<file path="config.mk">
export PLATFORM = sky130hd
export DESIGN_NAME = sram_capture_ctrl
export DESIGN_NICKNAME = d
export VERILOG_FILES = /design/src/rtl/sram_capture_ctrl.sv
export SDC_FILE = /design/constraint.sdc
export NUM_CORES = 1
export LEC_CHECK = 0
export BUFFER_PORTS_ARGS = -buffer_cell sky130_fd_sc_hd__buf_4
export CORE_MARGIN = 5
export CORE_UTILIZATION = 25
export CTS_BUF_LIST = sky130_fd_sc_hd__clkbuf_8 sky130_fd_sc_hd__clkbuf_16
export DETAILED_ROUTE_END_ITERATION = 10
export GPL_TIMING_DRIVEN = 0
export MAX_ROUTING_LAYER = met4
export PLACE_DENSITY = 0.5
export SLEW_MARGIN = 0
export SYNTH_ARGS = -nofsm -noshare
export SYNTH_HDL_FRONTEND = slang
export SYNTH_SLANG_ARGS = --single-unit
export TNS_END_PERCENT = 5
</file>
<file path="constraint.sdc">
create_clock -name clk -period 9.32 [get_ports clk]
set_input_delay 0.932 -clock clk [delete_from_list [all_inputs] [get_ports clk]]
set_output_delay 0.932 -clock clk [all_outputs]
set_load 0.01 [all_outputs]
</file>
<file path="src/rtl/sram_capture_ctrl.sv">
// Triggered, decimating 16-bit sample capture into a single-port SRAM, with
// 3-cycle random-access readback. Sole master of the SRAM port.
module sram_capture_ctrl #(
    parameter int unsigned ADDR_W  = 16,
    parameter int unsigned DEPTH   = 65536,
    parameter int unsigned DECIM_W = 8
) (
    input  logic               clk,
    input  logic               rst_n,
    input  logic               arm,
    input  logic               abort,
    input  logic               trig,
    input  logic [DECIM_W-1:0] decim,
    input  logic               s_valid,
    input  logic [15:0]        s_data,
    input  logic               rd_req,
    input  logic [ADDR_W-1:0]  rd_addr,
    output logic               rd_ready,
    output logic               rd_valid,
    output logic [15:0]        rd_data,
    output logic               busy,
    output logic               done,
    output logic [ADDR_W:0]    wr_count,
    output logic               ram_wen,
    output logic [ADDR_W-1:0]  ram_addr,
    output logic [15:0]        ram_wdata,
    input  logic [15:0]        ram_rdata
);
    localparam int unsigned CNT_W = ADDR_W + 1;
    localparam logic [CNT_W-1:0] DEPTH_CNT = CNT_W'(DEPTH);

    typedef enum logic [1:0] {ST_IDLE, ST_ARMED, ST_CAPTURE, ST_DONE} state_t;
    // RD_ADDR: address presented to SRAM; RD_LATCH: SRAM has latched it
    typedef enum logic [1:0] {RD_NONE, RD_ADDR, RD_LATCH} rd_stage_t;

    state_t               state_q, state_d;
    rd_stage_t            rd_stage_q, rd_stage_d;
    logic [DECIM_W-1:0]   dec_cnt_q, dec_cnt_d;
    logic [CNT_W-1:0]     wr_count_d, wr_count_inc;
    logic                 ram_wen_d;
    logic [ADDR_W-1:0]    ram_addr_d;
    logic [15:0]          ram_wdata_d;
    logic [15:0]          rd_data_d;
    logic                 rd_valid_d, rd_ready_d, busy_d, done_d;

    // State and registered outputs
    always_ff @(posedge clk or negedge rst_n) begin
        if (!rst_n) begin
            state_q    <= ST_IDLE;
            rd_stage_q <= RD_NONE;
            dec_cnt_q  <= '0;
            wr_count   <= '0;
            ram_wen    <= 1'b0;
            ram_addr   <= '0;
            ram_wdata  <= '0;
            rd_data    <= '0;
            rd_valid   <= 1'b0;
            rd_ready   <= 1'b1;
            busy       <= 1'b0;
            done       <= 1'b0;
        end else begin
            state_q    <= state_d;
            rd_stage_q <= rd_stage_d;
            dec_cnt_q  <= dec_cnt_d;
            wr_count   <= wr_count_d;
            ram_wen    <= ram_wen_d;
            ram_addr   <= ram_addr_d;
            ram_wdata  <= ram_wdata_d;
            rd_data    <= rd_data_d;
            rd_valid   <= rd_valid_d;
            rd_ready   <= rd_ready_d;
            busy       <= busy_d;
            done       <= done_d;
        end
    end

    // Next-state and next-output logic
    always_comb begin
        state_d      = state_q;
        rd_stage_d   = rd_stage_q;
        dec_cnt_d    = dec_cnt_q;
        wr_count_d   = wr_count;
        wr_count_inc = wr_count + CNT_W'(1);
        ram_wen_d    = 1'b0;
        ram_addr_d   = ram_addr;
        ram_wdata_d  = ram_wdata;
        rd_data_d    = rd_data;
        rd_valid_d   = 1'b0;

        case (state_q)
            ST_IDLE, ST_DONE: begin
                if (arm) begin
                    state_d    = ST_ARMED;
                    wr_count_d = '0;
                    dec_cnt_d  = '0;
                end
            end
            ST_ARMED: begin
                // Trigger held off while a read owns ram_addr
                if (abort) begin
                    state_d = ST_IDLE;
                end else if (trig && (rd_stage_q == RD_NONE)) begin
                    state_d = ST_CAPTURE;
                end
            end
            ST_CAPTURE: begin
                if (abort) begin
                    state_d = ST_IDLE;
                end else if (s_valid) begin
                    if (dec_cnt_q == '0) begin
                        ram_wen_d   = 1'b1;
                        ram_addr_d  = wr_count[ADDR_W-1:0];
                        ram_wdata_d = s_data;
                        wr_count_d  = wr_count_inc;
                        dec_cnt_d   = decim;
                        if (wr_count_inc == DEPTH_CNT) begin
                            state_d = ST_DONE;
                        end
                    end else begin
                        dec_cnt_d = dec_cnt_q - DECIM_W'(1);
                    end
                end
            end
            default: state_d = ST_IDLE;
        endcase

        // Read pipeline: ram_addr stays put until rd_data is taken, since the
        // SRAM decodes its output bank from the live address.
        case (rd_stage_q)
            RD_NONE: begin
                if (rd_req && rd_ready) begin
                    ram_addr_d = rd_addr;
                    ram_wen_d  = 1'b0;
                    rd_stage_d = RD_ADDR;
                end
            end
            RD_ADDR:  rd_stage_d = RD_LATCH;
            RD_LATCH: begin
                rd_data_d  = ram_rdata;
                rd_valid_d = 1'b1;
                rd_stage_d = RD_NONE;
            end
            default: rd_stage_d = RD_NONE;
        endcase

        busy_d     = (state_d == ST_ARMED) || (state_d == ST_CAPTURE);
        done_d     = (state_d == ST_DONE);
        rd_ready_d = ((state_d == ST_IDLE) || (state_d == ST_DONE)) && (rd_stage_d == RD_NONE);
    end

endmodule

</file>
Yosys cells after proc, flatten, opt, wreduce, memory -nomap -nowiden:

Cells that the tools add are included.

* reductions and logical operators: 15
* div/mod/pow operators: 0
* shifts and indexed selects: 0
* add/sub/neg operators: 2
* bitwise logic cells: 1
* multipliers: 0
* order comparisons: 0
* equality and inequality tests: 13
* muxes and demuxes: 33

Operators with widths (count)
* 2-to-1 mux 16 bit: 6
* 2-to-1 mux 17 bit: 4
* case mux 17 bit (2 select lines): 1
* 2-to-1 mux 8 bit: 4
* adder 17 x 1 -> 17 bit, second input constant: 1
* == test 17 bit, second input constant: 1
* 2-to-1 mux 2 bit: 8
* case mux 8 bit (2 select lines): 1
* == test 2 bit, second input constant: 5
* zero test 2 bit: 4
* zero test 8 bit: 1
* != test 2 bit, second input constant: 4
* AND reduction 4 bit: 2
* subtractor 8 x 1 -> 8 bit, second input constant: 1
* 2-to-1 mux 1 bit: 7
* == test 2 x 1 -> 1 bit, second input constant: 3
* case mux 2 bit (3 select lines): 1
* AND reduction 5 bit: 1
* case mux 2 bit (2 select lines): 1
* logical AND 1 bit: 3
* logical OR 1 bit: 2
* nonzero test 2 bit: 1
* OR reduction 2 bit: 1
* NOT 1 bit: 1

* logic and storage cells: 76
* memory bits (writable): 0
* memories kept: 0
* register bits: 82
* bits in latches: 0
* input port bits: 63
* output and inout bits: 70
* ROM bits: 0

Logic depth before layout (Yosys ltp):

Gate-level depths: netlist of the first run.

* word-level depth: 10
* gate-level depth with buffers: 11
* gate-level depth less buffers: 10

Worst setup path after synthesis of the first run:

No wires, ideal clock.

* kind: flip-flop to flip-flop
* start: register wr_count[3]
* end: register rd_ready
* path slack: 6.256 ns
* library setup time: 0.082 ns
* buffers on the path: 1
* period minus slack after synthesis: 3.064 ns
* cell stages (with the launch flop): 10
* data required time: 9.238 ns
* arrival time: 2.982 ns
* cells stage by stage: dfrtp_1 > clkbuf_1 > nand4_1 > or4_1 > xnor2_1 > a211o_1 > or4_1 > a21oi_1 > ha_1 > nor3_1

* cells in the longest elaborated chain, start to end: 10
* elaborated cells on any way between the ends: 11
* classes of those cells: add/sub (1); eq/ne (2); mux (5); reduce/logical (3)

Ends and longest elaborated chain
* start, declared: line 23 `output logic [ADDR_W:0] wr_count,`
* start signal, assigned: line 65 `wr_count <= wr_count_d;`
* adder 17 x 1 -> 17 bit *: line 83 `wr_count_inc = wr_count + CNT_W'(1);`
* == test 17 bit *: line 116 `if (wr_count_inc == DEPTH_CNT) begin`
* 2-to-1 mux 2 bit *: line 116
* 2-to-1 mux 2 bit *: line 110 `if (dec_cnt_q == '0) begin`
* 2-to-1 mux 2 bit *: line 109 `end else if (s_valid) begin`
* 2-to-1 mux 2 bit *: line 107 `if (abort) begin`
* case mux 2 bit (3 select lines) *: line 90 `case (state_q)`
* via state_d[0]: line 36 `state_t state_q, state_d;`
* == test 2 bit or zero test 2 bit (tied branches): line 148 `rd_ready_d = ((state_d == ST_IDLE) || (state_d == ST_DONE)) && (rd_stage_d == RD_NONE);`
* logical OR 1 bit *: line 148
* logical AND 1 bit *: line 148
* via rd_ready_d: line 44 `logic rd_valid_d, rd_ready_d, busy_d, done_d;`
* end signal, assigned: line 71 `rd_ready <= rd_ready_d;`
* end, declared: line 18 `output logic rd_ready,`

Mark *: on every way through the listed nets, which the timed path passes. The rest lies on a longest branch.
A chain may end at the register's enable or synchronous reset.

Worst setup path in the final report of the first run:

Ends and elaborated chain as after synthesis.

==> summary.md, run 1 <==
| Metric | Value |
|---|---|
| Largest net degree at the start of global routing | 83 |
| Post-synth EDFFs | 0 |
| Final worst path period need | between 3 and 4 ns |
| Total GRT Usage | around 14% |
| Adder-cell share of the synthesized area | 1.59% |
| Fmax | between 200 and 300 MHz |
| Final hold viol count | 0 |
| Area of the multi-input gates | 0.00174 mm2 |
| Simple-gate portion of the synthesized area | 19.1% |
| DR WL/cell | between 15 and 20 um |
| RSZ-0062 raised after global routing | no |
| Nets | between 600 and 700 |
| Worst Reg-to-Reg Cells | 9 |
| Synth unique cells | 47 |
| Final Slew Violations | 0 |
| Status | finished clean |
| CP Capture Type | flop |
| PnR worst setup slack | ~5.7 ns |
| Chip Width | about 140 um |
| Clk sinks | 82 |
| DRT Pass-1 Iters | 4 |
| Filler cells | between 1,500 and 2,000 |
| Mux cell area share after synthesis | about 9% |
| Antenna violation net count after detailed routing | 0 |
| Vias per inst | around 4.5 |
| Complex-gate fraction of the synthesized area | between 10% and 20% |
| Gpl congestion | a little under 0.8 |
| Post-CTS resize count | 0 |
| Top Family by Delay on Critical Path | simple AND/OR/NAND/NOR gates |
| Crit-path max cell delay | between 0.6 and 0.7 ns |
| Register area | 0.00205 mm2 |
| Crit path DAT | 3.85 ns |
| First-pass GRT wire length | about 19,000 um |
| Clock buffer count from CTS | 9 |
| Slowest-stage cell, CP | or4_1 |
| WP data required | roughly 9.6 ns |
| H-tree Lvls | 3 |
| Xor/xnor share of the synthesized area | under 10% |
| Synth Area per Inst | around 9.6 um2 |
| Port-buffer cells | between 100 and 150 |
| Worst Skew | ~0.0095 ns |
| Hold Crit Class | flop to flop |
| Die extent in y | 135 um |
| I/O Pins | between 100 and 150 |
| Period utilization | between 30% and 40% |
| Die Footprint | about 0.018 mm2 |
| Post-CTS setup buffers | 0 |
| Area growth, synth to finish | 39.9% |
| DRC | 0 |
| Std-Cell Rows | 45 |
| Total power | 1.32 mW |
| Number of global-route vias before repair | between 3,000 and 4,000 |
| Antenna violations before repair | 0 |
| Post-Syn Nets | roughly 480 |
| Netlist Area Pre-Place | a little under 0.004 mm2 |
| Setup WS pre-CTS | between 5 and 6 ns |
| Critical path class | flop to flop |
| Clock-pin slew on the worst setup and hold paths | around 0.060 ns |
| Post-DP HPWL | 9420 um |
| Clock tree from TritonCTS | yes |
| Startpoint class of the critical path | flop |
| Most frequent cell on the critical path | or4_1 |
| CP max FO | 10 |
| Sequential share of the synthesized area | a little over half |
| P_leak | between 2 and 3 nW |
| GRT overflow | 0 |
| Tightest Pin Transition | 1.05 ns |
| CP Buf/Inv Count | 1 |
| Max-cap violation count | 0 |
| Main synth FF type | dfrtp_1 |
| Layout cells sized above 1 | around 31% |
| Worst VDD drop | about 100 uV |
| Total number of yosys warnings | 0 |
| ANT cells | 0 |
| Hold_buf cts | 0 |
| Power Dens Cells | 240 mW/mm2 |
| Final wirelength | 12,300 um |
| CP Cell Sequence | clkbuf_1 > nand4_1 > or4_1 > xnor2_1 > a211o_1 > or4_1 > a21oi_1 > ha_1 > nor3_1 |
| Setup violations, final | 0 |
| #FFs+latches synth | between 80 and 90 |
| Largest family of logic cells by synthesized area | simple AND/OR/NAND/NOR gates |
| Setup total negative slack | 0 ns |
| Levels on crit path | 9 |
| Clock Tree Buf Depth | 2 |
| Slew HR | between 20% and 30% |
| Drt first-iter violations | approximately 230 |
| Starting Density | 25.7% |
| Core area | 0.0153 mm2 |
| Worst-Skew Late Latency | 0.34 ns |
| Worst hold stages | 1 |
| Cell Count, Final, Fillers Out | about 770 |
| Root buffer cell | clkbuf_16 |
| Async S/R FF share, synth | 100% |
| Syn Inst Count | 410 |
| Vias | between 3,000 and 4,000 |
| Placed insts | around 750 |
path summary, 6_finish.rpt:
check / end / from / slack [ns]
max: rd_ready / wr_count[3] / 5.73
min: rd_stage_q[1] / rd_stage_q[1] / 0.47
min reg2reg: rd_stage_q[1] / rd_stage_q[1] / 0.47
min in group asynchronous: ram_wdata[5] / rst_n / 0.77
max reg2reg: rd_ready / wr_count[3] / 5.73
max in group asynchronous: dec_cnt_q[0] / rst_n / 7.87
registers in the layout, summed over array words and instances, names as in the netlist:
| register | cells |
|---|---|
| state_q | 2 |
| rd_data | 16 |
| ram_wdata | 16 |
| rd_ready | 1 |
| dec_cnt_q | 8 |
| ram_wen | 1 |
| done | 1 |
| ram_addr | 16 |
| busy | 1 |
| wr_count | 17 |
| rd_valid | 1 |
| rd_stage_q | 2 |
cell usage after synthesis, drive strengths merged, types with 5 or more instances:
cell / instances / area, um2
nor2b: 7 / 43.8
dfrtp: 81 / 2030
mux2: 16 / 180
nand4: 8 / 50.1
mux2i: 17 / 170
nor3: 10 / 50.1
o21ai: 43 / 215
ha: 5 / 62.6
inv: 8 / 30.0
nand3: 8 / 40.0
nor2: 18 / 70.1
a21oi: 12 / 60.1
xnor2: 5 / 43.8
clkbuf: 25 / 93.8
o31ai: 9 / 67.6
nand2: 88 / 330
cell families (layout without fill, tap and decap cells):
| kind of cell | after synthesis | after routing |
|---|---|---|
| AND/OR/NAND/NOR | 162 | 162 |
| AO/OA/AOI/OAI | 83 | 83 |
| flip-flops | 82 | 82 |
| buffers and inverters | 36 | 184 |
| multiplexers | 33 | 33 |
| XOR/XNOR | 9 | 9 |
| adder cells (fa/ha/maj) | 5 | 5 |
area by class of cell:
type,count,area share (%)
tap,211,4.80
multi-input combinational,292,31.6
clock inverter,5,1.11
clock buffer,11,4.60
buffer,28,1.96
timing repair buffer,132,18.0
inverter,8,0.546
sequential,82,37.3
report_power, final:
group	total, mW	internal, mW	switching, mW
logic	0.443	0.217	0.226
registers	0.507	0.450	0.0576
clock network	0.372	0.224	0.148
layout by cell type (no fill, tap or decap), types with 2 or more instances in the layout:
| master | instances |
|---|---|
| a22o_1 | 2 |
| nor2_1 | 17 |
| or2_2 | 2 |
| o21a_1 | 2 |
| o41ai_1 | 2 |
| and2_1 | 2 |
| clkbuf_8 | 2 |
| clkbuf_16 | 9 |
| o21ai_0 | 41 |
| o31ai_1 | 9 |
| nor2b_1 | 7 |
| clkbuf_1 | 25 |
| ha_1 | 5 |
| nor4_1 | 3 |
| a21o_1 | 4 |
| nand3_1 | 8 |
| buf_2 | 2 |
| buf_4 | 132 |
| mux2i_1 | 17 |
| a211o_1 | 2 |
| nand2_1 | 88 |
| a21oi_1 | 12 |
| mux2_2 | 16 |
| xor2_1 | 4 |
| clkinv_4 | 2 |
| or4_1 | 3 |
| a41oi_1 | 2 |
| dfrtp_1 | 81 |
| inv_1 | 8 |
| nand4_1 | 8 |
| nand2b_1 | 3 |
| xnor2_1 | 5 |
| or3_1 | 2 |
| nor3_1 | 10 |
| o21ai_1 | 2 |
worst reg2reg max path, cell delays in order, from the launching register on:
cell and delay (ns):
dfrtp_1 0.36, clkbuf_1 0.38, nand4_1 0.29, or4_1 0.69, xnor2_1 0.17, a211o_1 0.27, or4_1 0.62, a21oi_1 0.25
ha_1 0.30, nor3_1 0.20
per-layer routing:
layer | GRT usage, % | share of wire, %
met4 | 5.38 | 1.4
met5 | - | 0
met2 | 23.0 | 51
met1 | 17.2 | 44
met3 | 2.56 | 3.9
stage by stage:
stage	util [%]	cell area (um2)	hold slack (ns)
finish	35.9	5500	0.468
CTS	35.9	5500	0.472
floorplan	-	3930	0.430
detailed placement	33.9	5180	0.461
global placement	33.9	5180	0.458
global route	35.9	5500	0.502
No activity file was read; power rests on OpenSTA's default activity.
==> run 2: changes to the inputs <==
ABC_AREA = 1   (was unset)
PLACE_DENSITY = 0.52   (was 0.5)
clock period = 2.9 ns   (was 9.32 ns; I/O delays follow)
==> summary.md, run 2 <==
| Metric | Value |
|---|---|
| Status | finished clean |
| Chip Width | 136 um (+0.15%) |
| Synth Area per Inst | 8.53 um2 (-11%) |
| Max Used Layer | met4 |
| Fmax | 384 MHz (+38%) |
| Final hold viol count | 0 (unchanged) |
| Synth unique cells | 33 (-30%) |
| Top cells by instance count after synthesis | nand2_1, nor2_1, dfrtp_1 |
| Commonest non-fill, non-tap cell in the layout | buf_4 |
| DRT Pass-1 Iters | 4 (unchanged) |
| Sequential share of the synthesized area | 52.1% (-0.17 points) |
| Antenna violations before repair | 0 (unchanged) |
| DR WL/cell | 14.6 um (-8.6%) |
| Largest net degree at the start of global routing | 83 (unchanged) |
| Wire length on met2 | 5820 um (-6.6%) |
| Total GRT Usage | 13.8% (-0.23 points) |
| Main synth FF type | dfrtp_1 |
| Total number of yosys warnings | 0 (unchanged) |
| GRT overflow | 0 (unchanged) |
| DRT met1 WL | 5390 um (-0.44%) |
| Startpoint class of the critical path | flop |
| Root buffer cell | clkbuf_16 |
| Setup total negative slack | 0 ns (unchanged) |
| Worst VDD drop | 433 uV (+310%) |
| H-tree Lvls | 3 (unchanged) |
| Vias per inst | 4.39 (-3.5%) |
| P_leak | 2.65 nW (+2.2%) |
| Netlist Area Pre-Place | 0.00394 mm2 (+0.32%) |
| Reg with most FFs | wr_count |
| Count leader, synth | nand2_1 |
| Crit path DAT | 2.86 ns (-0.99 ns) |
| Slew HR | 28.1% (-1.8 points) |
| Clock-pin slew on the worst setup and hold paths | 0.06 ns (about the same) |
| Die Footprint | 0.0184 mm2 (+0.30%) |
| Max-cap violation count | 0 (unchanged) |
| Most frequent cells in the layout | buf_4, nand2_1, nor2_1, dfrtp_1, inv_1 |
| Register area | 0.00205 mm2 (unchanged) |
| WP data required | 3.16 ns (-6.42 ns) |
| Hold Crit Class | primary input to asynchronous set/reset pin |
| Power Dens Cells | 846 mW/mm2 (+250%) |
| Period utilization | 89.8% (+51 points) |
| Reg-to-Reg Start | wr_count[0] |
| Tightest Pin Transition | 1.08 ns (+0.0266 ns) |
| Layout cells sized above 1 | 31.3% (+0.67 points) |
| Syn Inst Count | 462 (+13%) |
| Synth area leaders | dfrtp_1, nand2_1, nor2_1 |
| Largest register FFs | 17 (unchanged) |
| Post-Syn Nets | 530 (+11%) |
| Starting Density | 25.2% (-0.48 points) |
| RSZ-0062 raised after global routing | no |
| CP max FO | 6 (-4) |
| Final worst path period need | 2.61 ns (-0.988 ns) |
| #FFs+latches synth | 82 (unchanged) |
| Clock buffer count from CTS | 9 (unchanged) |
| Hold_buf cts | 0 (unchanged) |
| Post-CTS resize count | 0 (unchanged) |
| Area growth, synth to finish | 39.4% |
| Area of the multi-input gates | 0.00168 mm2 (-3.2%) |
| Final wirelength | 12,100 um (-1.8%) |
| Synth top area share | 51.4% (-0.16 points) |
| First-pass GRT wire length | 19,100 um (-0.72%) |
| Nets | 673 (+8.4%) |
| ANT cells | 0 (unchanged) |
| Std-Cell Rows | 46 (+2.2%) |
| Critical path class | flop to flop |
| WL met3 | 752 um (+58%) |
| Final Slew Violations | 0 (unchanged) |
| Clk sinks | 82 (unchanged) |
| Number of global-route vias before repair | 3,733 (+7.2%) |
| Top cell type by total area after synthesis | dfrtp_1 |
| Die extent in y | 136 um (+0.15%) |
| Post-CTS setup buffers | 0 (unchanged) |
| Worst setup path start | wr_count[0] |
| Clock tree from TritonCTS | yes |
| Filler cells | 1,700 (+5.0%) |
| Vias | 3,623 (+3.7%) |
| Post-synth EDFFs | 0 (unchanged) |
| Worst-Skew Late Latency | 0.34 ns (about the same) |
| Post-DP HPWL | 9100 um (-3.4%) |
| Setup WS pre-CTS | 0.317 ns (-5.40 ns) |
| Port-buffer cells | 132 (unchanged) |
| Drt first-iter violations | 211 (-8.7%) |
| DRC | 0 (unchanged) |
| PnR worst setup slack | 0.294 ns (-5.43 ns) |
| Worst Skew | 0.00716 ns (-0.00231 ns) |
| Total power | 4.65 mW (+250%) |
| Async S/R FF share, synth | 100% (unchanged) |
| CP Capture Type | flop |
| Antenna violation net count after detailed routing | 0 (unchanged) |
| Clock Tree Buf Depth | 2 (unchanged) |
| I/O Pins | 133 (unchanged) |
| Gpl congestion | 0.832 (+5.2%) |
| Setup violations, final | 0 (unchanged) |
| Core area | 0.0157 mm2 (+2.2%) |
[run 2: changes by cell type in the layout (fill, tap and decap cells not counted), moves of 8 or more]
cell,change
o22ai_1,+8
mux2i_1,-17
a211oi_1,+16
nor2_1,+69
nor3_1,-8
o31ai_1,-8
nand2_1,+30
inv_1,+23
o21ai_0,-26
nand3_1,+13
clkbuf_1,-20
[run 2: worst max-delay path: stages (launching register included)]
cell and delay [ns]:
dfrtp_1 0.45, ha_1 0.30, nand2_1 0.11, nor2_2 0.23, nand3_2 0.12, nor2_1 0.13, xor2_1 0.22, nor2_1 0.07
nand2_1 0.10, nand2_1 0.06, nand2_1 0.06, nand2_1 0.05, nand2_1 0.05, nand2_1 0.06, ha_1 0.30, nor3_1 0.20
[run 2: cell type report]
cell class | count | area share (%)
Inverter | 38 | 2.60
Multi-Input combinational cell | 330 | 30.7
Clock inverter | 5 | 0.683
Tap cell | 216 | 4.92
Clock buffer | 11 | 4.60
Timing Repair Buffer | 132 | 18.0
Buffer | 12 | 1.14
Sequential cell | 82 | 37.4
[run 2: cells by family (layout without fill, tap and decap cells)]
logic type	after synthesis	count (layout)	share of synthesized area, %
XOR/XNOR	5	5	1.11
adder cells (fa/ha/maj)	5	5	1.59
flip-flops	82	82	52.1
buffers and inverters	50	198	5.20
multiplexers	16	16	4.57
AND/OR/NAND/NOR	250	250	26.7
AO/OA/AOI/OAI	54	54	8.73
[run 2: stage by stage]
| stage | cell area (um2) | instances | hold slack (ns) | utilization (%) |
|---|---|---|---|---|
| after floorplan | 3940 | 462 | -0.00559 | - |
| after global placement | 5200 | 810 | 0.449 | 33.2 |
| after detailed placement | 5200 | 810 | 0.457 | 33.2 |
| after CTS | 5490 | 826 | 0.120 | 35.1 |
| after global routing | 5490 | 826 | 0.121 | 35.1 |
| final | 5490 | 826 | 0.139 | 35.1 |
[run 2: layer usage]
layer | up-vias | global-route usage, %
met5 | - | -
met4 | 0 | 3.19
met3 | 6 | 4.64
met2 | 103 | 22.4
met1 | 1723 | 16.6
li1 | 1791 | -
[run 2: power by group]
group / internal (mW) / total [mW] / switching (mW)
logic: 0.803 / 1.84 / 1.03
registers: 1.50 / 1.70 / 0.202
clock network: 0.630 / 1.11 / 0.480
total: 2.93 / 4.65 / 1.71
[run 2: worst paths after layout]
| check | to | slack (ns) | depth (start not counted) |
|---|---|---|---|
| worst min register to register | rd_stage_q[1] | 0.47 | 1 |
| worst max-delay path | rd_ready | 0.29 | 15 |
| max in group asynchronous | wr_count[1] | 2.07 | 1 |
| worst min-delay path | wr_count[2] | 0.14 | 1 |
| min in group clk | rd_data[10] | 0.14 | 3 |
| worst max register to register | rd_ready | 0.29 | 15 |
==> run 3: changes to the inputs <==
CORE_MARGIN = 4   (was 5)
==> summary.md, run 3 (same netlist as run 2, synthesis figures left out) <==
| Metric | Value |
|---|---|
| Status | finished clean |
| ANT cells | 0 (unchanged) |
| Gpl congestion | 0.859 (+3.2%) |
| Final worst path period need | 2.52 ns (-0.0849 ns) |
| Max-cap violation count | 0 (unchanged) |
| GRT overflow | 0 (unchanged) |
| Final Slew Violations | 0 (unchanged) |
| Vias per inst | 4.44 (+1.3%) |
| Tightest Pin Transition | 1.10 ns (+0.0211 ns) |
| Worst setup path start | wr_count[1] |
| Fmax | 397 MHz (+3.4%) |
| Chip Width | 134 um (-1.5%) |
| Hold Crit Class | primary input to asynchronous set/reset pin |
| Final hold viol count | 0 (unchanged) |
| Core area | 0.0153 mm2 (-2.2%) |
| Worst VDD drop | 426 uV (-1.7%) |
| Clk sinks | 82 (unchanged) |
| Flop2flop setup slack | 0.38 ns (+0.08 ns) |
| Hold_ws | 0.118 ns (-0.0209 ns) |
| Area growth, synth to finish | 40.1% |
| Setup violations, final | 0 (unchanged) |
| Clock-pin slew on the worst setup and hold paths | 0.07 ns (about the same) |
| Die extent in y | 134 um (-1.5%) |
| DRC | 0 (unchanged) |
| Reg with most FFs | wr_count |
| Clock tree from TritonCTS | yes |
| CP Capture Type | flop |
| Largest net degree at the start of global routing | 83 (unchanged) |
| Crit path DAT | 2.78 ns (-0.08 ns) |
| Worst Setup EP | rd_ready |
| Post-CTS resize count | 0 (unchanged) |
| Root buffer cell | clkbuf_16 |
| Total GRT Usage | 14.5% (+0.69 points) |
| Commonest non-fill, non-tap cell in the layout | buf_4 |
| First-pass GRT wire length | 19,900 um (+4.2%) |
| DR WL/cell | 14.6 um (-0.21%) |
| CP max FO | 6 (unchanged) |
| Drt first-iter violations | 187 (-11%) |
| Std-Cell Rows | 45 (-2.2%) |
| WP data required | 3.16 ns (about the same) |
| Critical path class | flop to flop |
| Antenna violation net count after detailed routing | 0 (unchanged) |
| Worst-Skew Late Latency | 0.34 ns (about the same) |
| Startpoint class of the critical path | flop |
| Setup total negative slack | 0 ns (unchanged) |
| Worst Skew | 0.00891 ns (+0.00175 ns) |
| Vias | 3,647 (+0.66%) |
| Reg-to-Reg Start | wr_count[1] |
| Clock buffer count from CTS | 9 (unchanged) |
| Slew HR | 26.7% (-1.4 points) |
| Die Footprint | 0.0178 mm2 (-2.9%) |
| Starting Density | 25.7% (+0.56 points) |
| Most frequent cells in the layout | buf_4, nand2_1, nor2_1, dfrtp_1, inv_1 |
| Port-buffer cells | 132 (unchanged) |
| Largest register FFs | 17 (unchanged) |
| Hold_buf cts | 0 (unchanged) |
| Final wirelength | 12,000 um (-0.81%) |
| Layout cells sized above 1 | 31.6% (+0.33 points) |
| Power Dens Cells | 858 mW/mm2 (+1.5%) |
| RSZ-0062 raised after global routing | no |
| P_leak | 2.66 nW (+0.43%) |
| I/O Pins | 133 (unchanged) |
| Nets | 673 (unchanged) |
| DRT Pass-1 Iters | 4 (unchanged) |
| Period utilization | 86.9% (-2.9 points) |
| Clock Tree Buf Depth | 2 (unchanged) |
| R2R Path End | rd_ready |
| Post-DP HPWL | 9070 um (-0.35%) |
| Number of global-route vias before repair | 3,825 (+2.5%) |
| Worst Reg-to-Reg Cells | 15 (unchanged) |
| H-tree Lvls | 3 (unchanged) |
| Post-CTS setup buffers | 0 (unchanged) |
| Antenna violations before repair | 0 (unchanged) |
## run 3: cell types whose count changed in the layout (fill, tap and decap cells not counted), sizes merged
| cell | before | now |
|---|---|---|
| clkinvlp | 2 | 1 |
| bufinv | 0 | 1 |
## run 3: through the flow
stage / utilization [%] / power, mW / instances / worst slack (ns) / area (um2)
after floorplan: - / 2.67 / 462 / 0.669 / 3940
after global placement: 33.9 / 3.53 / 805 / 0.268 / 5200
after detailed placement: 33.9 / 3.58 / 805 / 0.239 / 5200
after CTS: 36.0 / 4.81 / 821 / 0.222 / 5510
after global routing: 36.1 / 5.11 / 821 / 0.0193 / 5520
final: 36.1 / 4.74 / 821 / 0.379 / 5520
## run 3: power breakdown
part | switching (mW) | total [mW] | internal [mW] | leakage [nW]
combinational | 1.02 | 1.82 | 0.806 | 1.45
clock | 0.496 | 1.21 | 0.718 | 0.152
sequential | 0.204 | 1.70 | 1.50 | 1.05
total | 1.72 | 4.74 | 3.02 | 2.66
## run 3: layout make-up
| type | instances | area (um2) |
|---|---|---|
| Buffer | 12 | 62.6 |
| Clock buffer | 11 | 253 |
| Clock inverter | 5 | 60.1 |
| Fill cell | 1661 | 9790 |
| Inverter | 38 | 143 |
| Multi-Input combinational cell | 330 | 1700 |
| Sequential cell | 82 | 2050 |
| Tap cell | 211 | 264 |
| Timing Repair Buffer | 132 | 991 |
## run 3: critical path, cell delays in order (launching register included)
cell	delay [ns]
dfrtp_1	0.45
ha_2	0.28
nand2_1	0.11
nor2_4	0.19
nand3_2	0.11
nor2_1	0.14
xor2_1	0.22
nor2_1	0.07
nand2_1	0.09
nand2_1	0.05
nand2_1	0.06
nand2_1	0.05
nand2_1	0.05
nand2_1	0.07
ha_1	0.30
nor3_1	0.19
## run 3: metal layers
metal	part of all wire, %	up-vias	track usage (%)
met2	46	121	22.2
li1	-	1790	-
met4	1.6	0	4.34
met5	0	-	-
met3	7.7	16	4.31
met1	45	1720	18.5
## run 3: worst min-delay path by stage
stage,to,slack [ns],depth (start not counted)
3_3_place_gp,rd_stage_q[1],0.45,1
3_5_place_dp,rd_stage_q[1],0.47,1
2_1_floorplan,busy,-0.006,0
5_1_grt,rd_data[15],0.13,3
4_1_cts,rd_data[6],0.12,3
6_report,wr_count[4],0.12,1
